### config.mk
export PLATFORM = sky130hd
export DESIGN_NAME = password_lock_n
export DESIGN_NICKNAME = d
export VERILOG_FILES = /design/src/rtl/password_lock_n.sv
export SDC_FILE = /design/constraint.sdc
export NUM_CORES = 1
export LEC_CHECK = 0
export BUFFER_PORTS_ARGS = -buffer_cell sky130_fd_sc_hd__clkbuf_2
export CAP_MARGIN = 20
export CORE_ASPECT_RATIO = 0.5
export CORE_MARGIN = 2
export CORE_UTILIZATION = 27
export DETAILED_ROUTE_END_ITERATION = 7
export GPL_TIMING_DRIVEN = 0
export PLACE_DENSITY = 0.48
export SYNTH_ARGS = -nofsm -noshare
export SYNTH_HDL_FRONTEND = slang
export SYNTH_SLANG_ARGS = --single-unit
### constraint.sdc
create_clock -name clk -period 6.6 [get_ports clk]
set_input_delay 1.32 -clock clk [delete_from_list [all_inputs] [get_ports clk]]
set_output_delay 1.32 -clock clk [all_outputs]
set_load 0.05 [all_outputs]
### src/rtl/password_lock_n.sv
// password_lock_n: switch-entry password lock with press edge detection, failed-attempt
// lockout and run-time reprogramming, driving LEDs and five active-low 7-seg digits.
module password_lock_n #(
    parameter int                                   SW_W        = 10,
    parameter int                                   CODE_LEN    = 4,
    parameter int                                   IDX_W       = $clog2(SW_W),
    parameter logic [CODE_LEN*IDX_W-1:0]            CODE        = 16'h5173,
    parameter int                                   MAX_TRIES   = 3,
    parameter int                                   LOCK_CYCLES = 50_000_000
) (
    input  logic            clk,
    input  logic            rst,
    input  logic [SW_W-1:0] switches,
    input  logic            prog,
    output logic [SW_W-1:0] led_out,
    output logic [6:0]      HEX0,
    output logic [6:0]      HEX1,
    output logic [6:0]      HEX2,
    output logic [6:0]      HEX3,
    output logic [6:0]      HEX4,
    output logic            unlocked,
    output logic            locked_out
);
    localparam int FW = $clog2(MAX_TRIES + 1);
    localparam int TW = (LOCK_CYCLES > 1) ? $clog2(LOCK_CYCLES) : 1;
    localparam int CW = $clog2(CODE_LEN + 1);
    localparam int KW = CODE_LEN * IDX_W;
    localparam logic [6:0] BLANK = 7'h7F;

    typedef enum logic [2:0] {S_IDLE, S_ERR, S_LOCK, S_DONE, S_PROG} state_t;

    logic [SW_W-1:0] sw_m_q, sw_s_q, sw_d_q;
    logic            prog_m_q, prog_s_q;
    state_t          state_q, state_d;
    logic [CW-1:0]   idx_q, idx_d, pcnt_q, pcnt_d;
    logic [FW-1:0]   fail_q, fail_d;
    logic [TW-1:0]   timer_q, timer_d;
    logic [KW-1:0]   code_q, code_d, new_q, new_d;
    logic            press, onehot;
    logic [IDX_W-1:0] dig;

    // Sync flops reset to ones so a switch held through reset is not seen as a press
    always_ff @(posedge clk or negedge rst) begin
        if (!rst) begin
            sw_m_q   <= '1;
            sw_s_q   <= '1;
            sw_d_q   <= '1;
            prog_m_q <= 1'b1;
            prog_s_q <= 1'b1;
        end else begin
            sw_m_q   <= switches;
            sw_s_q   <= sw_m_q;
            sw_d_q   <= sw_s_q;
            prog_m_q <= prog;
            prog_s_q <= prog_m_q;
        end
    end

    assign press  = (|sw_s_q) && !(|sw_d_q);
    assign onehot = (|sw_s_q) && ((sw_s_q & (sw_s_q - SW_W'(1))) == '0);

    always_comb begin
        dig = '0;
        for (int i = 0; i < SW_W; i++)
            if (sw_s_q[i]) dig = IDX_W'(i);
    end

    always_ff @(posedge clk or negedge rst) begin
        if (!rst) begin
            state_q <= S_IDLE;
            idx_q   <= '0;
            pcnt_q  <= '0;
            fail_q  <= '0;
            timer_q <= '0;
            code_q  <= CODE;
            new_q   <= '0;
        end else begin
            state_q <= state_d;
            idx_q   <= idx_d;
            pcnt_q  <= pcnt_d;
            fail_q  <= fail_d;
            timer_q <= timer_d;
            code_q  <= code_d;
            new_q   <= new_d;
        end
    end

    always_comb begin
        state_d = state_q;
        idx_d   = idx_q;
        pcnt_d  = pcnt_q;
        fail_d  = fail_q;
        timer_d = timer_q;
        code_d  = code_q;
        new_d   = new_q;
        case (state_q)
            S_IDLE: begin
                if (press && onehot && dig == code_q[idx_q*IDX_W +: IDX_W]) begin
                    idx_d = idx_q + CW'(1);
                    if (idx_q == CW'(CODE_LEN - 1)) begin
                        idx_d   = '0;
                        fail_d  = '0;
                        state_d = S_DONE;
                    end
                end else if (press) begin
                    idx_d   = '0;
                    fail_d  = (fail_q == FW'(MAX_TRIES)) ? fail_q : fail_q + FW'(1);
                    state_d = (fail_d == FW'(MAX_TRIES)) ? S_LOCK : S_ERR;
                end
            end
            S_ERR: begin
                if (press) begin
                    idx_d   = '0;
                    state_d = S_IDLE;
                end
            end
            S_LOCK: begin
                timer_d = timer_q + TW'(1);
                if (timer_q == TW'(LOCK_CYCLES - 1)) begin
                    timer_d = '0;
                    fail_d  = '0;
                    state_d = S_IDLE;
                end
            end
            S_DONE: begin
                if (prog_s_q) begin
                    pcnt_d  = '0;
                    state_d = S_PROG;
                end else if (press) begin
                    state_d = S_IDLE;
                end
            end
            S_PROG: begin
                if (!prog_s_q || (press && !onehot)) begin
                    state_d = S_DONE;
                end else if (press) begin
                    new_d[pcnt_q*IDX_W +: IDX_W] = dig;
                    pcnt_d = pcnt_q + CW'(1);
                    if (pcnt_q == CW'(CODE_LEN - 1)) begin
                        code_d  = new_d;
                        pcnt_d  = '0;
                        state_d = S_IDLE;
                    end
                end
            end
            default: state_d = S_IDLE;
        endcase
    end

    always_comb begin
        led_out    = '0;
        {HEX4, HEX3, HEX2, HEX1, HEX0} = {5{BLANK}};
        unlocked   = (state_q == S_DONE) || (state_q == S_PROG);
        locked_out = (state_q == S_LOCK);
        case (state_q)
            S_IDLE: led_out = (SW_W'(1) << idx_q) - SW_W'(1);
            S_DONE: begin
                led_out = SW_W'((1 << CODE_LEN) - 1);
                {HEX3, HEX2, HEX1, HEX0} = {7'h21, 7'h40, 7'h48, 7'h06};
            end
            S_ERR: {HEX4, HEX3, HEX2, HEX1, HEX0} = {7'h06, 7'h2F, 7'h2F, 7'h23, 7'h2F};
            S_LOCK: begin
                led_out = '1;
                {HEX3, HEX2, HEX1} = {7'h47, 7'h40, 7'h46};
            end
            S_PROG: begin
                led_out = ((SW_W'(1) << pcnt_q) - SW_W'(1)) | (SW_W'(1) << (SW_W - 1));
                {HEX3, HEX2, HEX1, HEX0} = {7'h0C, 7'h2F, 7'h23, 7'h42};
            end
            default: led_out = '0;
        endcase
    end
endmodule
# After elaboration in Yosys (flattened, before gate mapping)
# Index checks and enable logic that the tools add are counted.
# op_classes
addsub	8
n_eq_ne	18
n_shift	5
mux	43
n_bitwise	2
reduce_logical	24
# ops
cell	count
two-way mux 3 bit	16
one-hot mux 7 bit (3 select lines)	2
one-hot mux 10 bit (4 select lines)	1
negator 5 -> 34 bit	1
variable shift 4 x 34 -> 16 bit, first input constant	1
variable part select 4 x 34 -> 16 bit	1
two-way mux 4 bit	8
one-hot mux 7 bit (4 select lines)	1
adder 26 x 1 -> 26 bit, second input constant	1
== test 26 bit, second input constant	1
two-way mux 26 bit	1
OR reduction 10 bit	2
bitwise mux 16 bit	1
variable part select 16 x 6 -> 4 bit	1
one-hot mux 3 bit (5 select lines)	1
one-hot mux 7 bit (2 select lines)	1
== test 3 x 2 -> 1 bit, second input constant	4
two-way mux 2 bit	6
inequality test 3 bit, second input constant	4
one-hot mux 3 bit (2 select lines)	2
AND reduction 4 bit	3
AND 10 bit	1
logical NOT 10 bit	1
<< shifter 1 x 3 -> 10 bit, first input constant	1
other kinds (24)	38
# totals
register_bits	101
inputBits	13
out_inout_bits	47
wordCells	112

# Logic depth before layout (Yosys ltp)
# logic_depth
word_depth	13
depth_mapped	11
mapped_depth_nobuf	10

# Worst setup path before layout
# OpenSTA, ideal clock, no wires.
# synth_timing
path_type	register -> output
from	reg idx_q[0]
to	out led_out[3]
arrival_ns	2.770
required_ns	5.280
path_slack_ns	2.510
stages_incl_launch_ff	9
path_buffers	1
cell_sequence	dfrtp_1 > buf_6 > inv_1 > ha_1 > or3_1 > or2_2 > a31oi_1 > a21oi_1 > o21ai_0
# synth_between
elab_chain_len	3
# synth_rtl
item	line_no	text
start: declaration	35	logic [CW-1:0] idx_q, idx_d, pcnt_q, pcnt_d;
start signal: assignment	79	idx_q <= idx_d;
<< shifter 1 x 3 -> 10 bit	156	S_IDLE: led_out = (SW_W'(1) << idx_q) - SW_W'(1);
subtractor 10 x 2 -> 10 bit	156	
one-hot mux 10 bit (4 select lines)	155	case (state_q)
end: declaration	15	output logic [SW_W-1:0] led_out,
# No other way between the ends.

# Final worst setup path
# layout_timing
from	reg pcnt_q[0]
to	out led_out[5]
# layout_between
elab_chain_len	3
# layout_rtl
item	line_no	text
start: declaration	35	
start signal: assignment	80	pcnt_q <= pcnt_d;
<< shifter 1 x 3 -> 9 bit	167	led_out = ((SW_W'(1) << pcnt_q) - SW_W'(1)) | (SW_W'(1) << (SW_W - 1));
subtractor 9 x 2 -> 9 bit	167	
one-hot mux 10 bit (4 select lines)	155	
# No other way between the ends.

==> results.py <==
metrics = {
    "run_status": {
        "status": "finished clean",
    },
    "detailed_routing": {
        "drc": 0,
        "first_iter_violations": 332,
        "ant_nets": 0,
        "routedWlPerCell_um": 15.1,
        "vias": 4188,
        "wl_mm": 13.3,
        "vias_per_cell": 4.75,
        "dr.pass1.iters": 5,
    },
    "clock_tree": {
        "cts_buffers": 9,
        "cts.htree.levels": 3,
        "clock_sinks": 101,
        "cts_resized": 0,
        "cts_max_path_buffers": 2,
        "hold_buffers": 0,
        "cts_tree": "built",
        "path_clk_slew_ns": 0.07,
        "postCtsSetupBuffers": 0,
        "clock-root-buffer": "clkbuf_16",
        "clk_latency_ns": 0.35,
    },
    "cells_and_area": {
        "syn_to_final_growth_pct": 17.9,
        "multi_input_area_sq_um": 2450,
        "fillers": 2007,
        "fin_area_sq_um": 6270,
        "final_common_cell": "nor2_1",
        "final_cell_mix": "71 x nor2_1, 61 x dfrtp_1, 56 x clkbuf_2",
        "n_antenna_cell": 0,
        "drive_above_1_share": 0.260,
        "nets": 637,
        "utilization": 0.323,
        "seqCellArea_sq_um": 2580,
    },
    "logic_synthesis": {
        "synthDistinctLibCells": 66,
        "synth_area_sq_um": 5320,
        "synthFlopType": "dfrtp_1",
        "yosys_warnings": 0,
        "synth_seq_cells": 101,
        "async_reset_ff_frac": 1.00,
        "ys_seq_area_frac": 0.484,
        "syn_avg_cell_area_sq_um": 9.84,
        "synth_edf_count": 0,
        "syn-instance-count": 541,
    },
    "sta": {
        "tns_ns": 0,
        "setup_viol": 0,
        "max_freq_mhz": 234,
        "fin_crit_ns": 4.27,
        "tightest_slew_ns": 0.902,
        "fin_ws_ns": 2.33,
        "rsz0062_at_grt": "no",
        "skew_ns": 0.00916,
        "slew_headroom": 0.395,
        "hold_violations": 0,
        "maxSlewViolCount": 0,
        "fin_crit_sh": 0.646,
    },
    "placed_design": {
        "io_buffers": 56,
        "pre_cts_ws_ns": 2.74,
        "dp_hpwl_mm": 9.80,
        "gp_congestion": 0.805,
        "placed_area_sq_um": 5960,
    },
    "setup_path": {
        "start_kind": "flip-flop",
        "critPathArrivalTime_ns": 2.95,
        "endpoint_kind": "output port",
        "critPathRequiredTime_ns": 5.28,
        "crit_type": "flip-flop to output port",
        "cp_max_fo": 7,
    },
    "global_route": {
        "grt_pass1_wl_mm": 21.6,
        "grt_max_degree": 102,
        "grt_pass1_vias": 3861,
        "grt_use_total": 0.133,
        "antenna_found_initial": 0,
        "overflow": 0,
    },
    "floorplan": {
        "initial_utilization": 0.274,
        "die_h_um": 103,
        "fp.dieArea_sq_um": 20900,
        "fp.dieW_um": 203,
        "fp-row-count": 36,
        "core_sq_um": 19400,
        "io_pins": 60,
    },
    "power_and_ir_drop": {
        "ir_drop_mv": 0.146,
        "p_leak_nw": 2.65,
        "intPower_w": 0.00109,
        "p_comb_frac": 0.329,
        "powerDensity_nw_per_um2": 294,
        "clkPwrFrac": 0.302,
        "switching_share": 0.406,
        "p_total_w": 0.00184,
        "p_seq_frac": 0.370,
        "switching_power_w": 0.000748,
    },
    "worst_hold_path": {
        "holdCritPathClass": "flip-flop to flip-flop",
    },
    "job": {
        "cap_violations": 0,
    },
}
[metal layers]
layer | global-route usage | wire length, um
met4 | 0.0343 | 195
met1 | 0.192 | 6790
met3 | 0.0254 | 451
met5 | 0 | 0
met2 | 0.204 | 5880
[synth_stat cells, types with 5 or more instances]
cell type	instances	area [sq um]
a21oi_1	42	210
buf_4	17	128
inv_1	20	75.1
and3_1	7	43.8
nor2b_1	5	31.3
nor4_1	8	50.1
mux2_2	5	56.3
o31ai_1	5	37.5
a32o_1	6	60.1
nand4_1	8	50.1
nor3_1	9	45.0
ha_1	13	163
nand3_1	17	85.1
a22o_1	8	70.1
xor2_1	15	131
xnor2_1	13	114
a31oi_1	7	43.8
nand2_1	40	150
a22oi_1	14	105
clkbuf_1	9	33.8
nor2_1	71	267
o21ai_0	31	155
dfstp_2	40	1050
dfrtp_1	61	1530
or3_1	8	50.1
[final cells by class]
class,count,share of cell area
inverters,22,0.0132
plain buffers,32,0.0349
multi-input cells,388,0.391
flip-flops and latches,101,0.411
clock inverters,6,0.0108
repair buffers,57,0.0469
clock buffers,10,0.0399
well taps,266,0.0530
[registers in the layout (all words and copies together), names as in the netlist, 10 cells and up]
| name | flops |
|---|---|
| sw_s_q | 10 |
| code_q | 16 |
| sw_d_q | 10 |
| sw_m_q | 10 |
| new_q | 16 |
| timer_q | 26 |
[kinds of logic after synthesis]
kind of cell,count (synthesis),share of synthesized area
adder cells (fa/ha/maj),14,0.0324
flip-flops,101,0.484
XOR/XNOR,28,0.0461
multiplexers,11,0.0336
AND/OR/NAND/NOR,200,0.186
AO/OA/AOI/OAI,132,0.160
other,1,0.000705
buffers and inverters,54,0.0566
[worst max-delay path: stages (launching register included)]
cell and delay [ns]:
dfrtp_1 0.45, inv_1 0.15, ha_1 0.33, or2_2 0.35, a21oi_1 0.15, o21ai_0 0.17
or3_1 0.35, o21ai_0 0.11, a21oi_1 0.10, nor2_1 0.13, clkbuf_2 0.30
[worst paths after layout]
path | start | endpoint | slack, ns | cells after the start
setup / recovery | pcnt_q[0] | led_out[5] | 2.33 | 10
hold / removal | prog_m_q | prog_s_q | 0.36 | 0
setup reg to reg | pcnt_q[0] | new_q[1] | 3.77 | 7
hold reg to reg | prog_m_q | prog_s_q | 0.36 | 0
max in group asynchronous | rst | idx_q[0] | 4.99 | 1
min in group asynchronous | rst | new_q[6] | 1.08 | 1
[power groups by stage]
stage | Sequential, W | Combinational (W) | Clock [W]
after floorplan | 0.000685 | 0.000463 | 0
final | 0.000681 | 0.000605 | 0.000556
after CTS | 0.000681 | 0.000612 | 0.000575
after global routing | 0.000686 | 0.000646 | 0.000604
after global placement | 0.000692 | 0.000610 | 0
after detailed placement | 0.000693 | 0.000611 | 0
[stage by stage]
step | std cells | hold WS, ns
after floorplan | 543 | 0.345
after global placement | 865 | 0.346
after detailed placement | 866 | 0.347
after CTS | 882 | 0.359
after global routing | 882 | 0.363
final | 882 | 0.358
(Power assumes the default switching activity.)
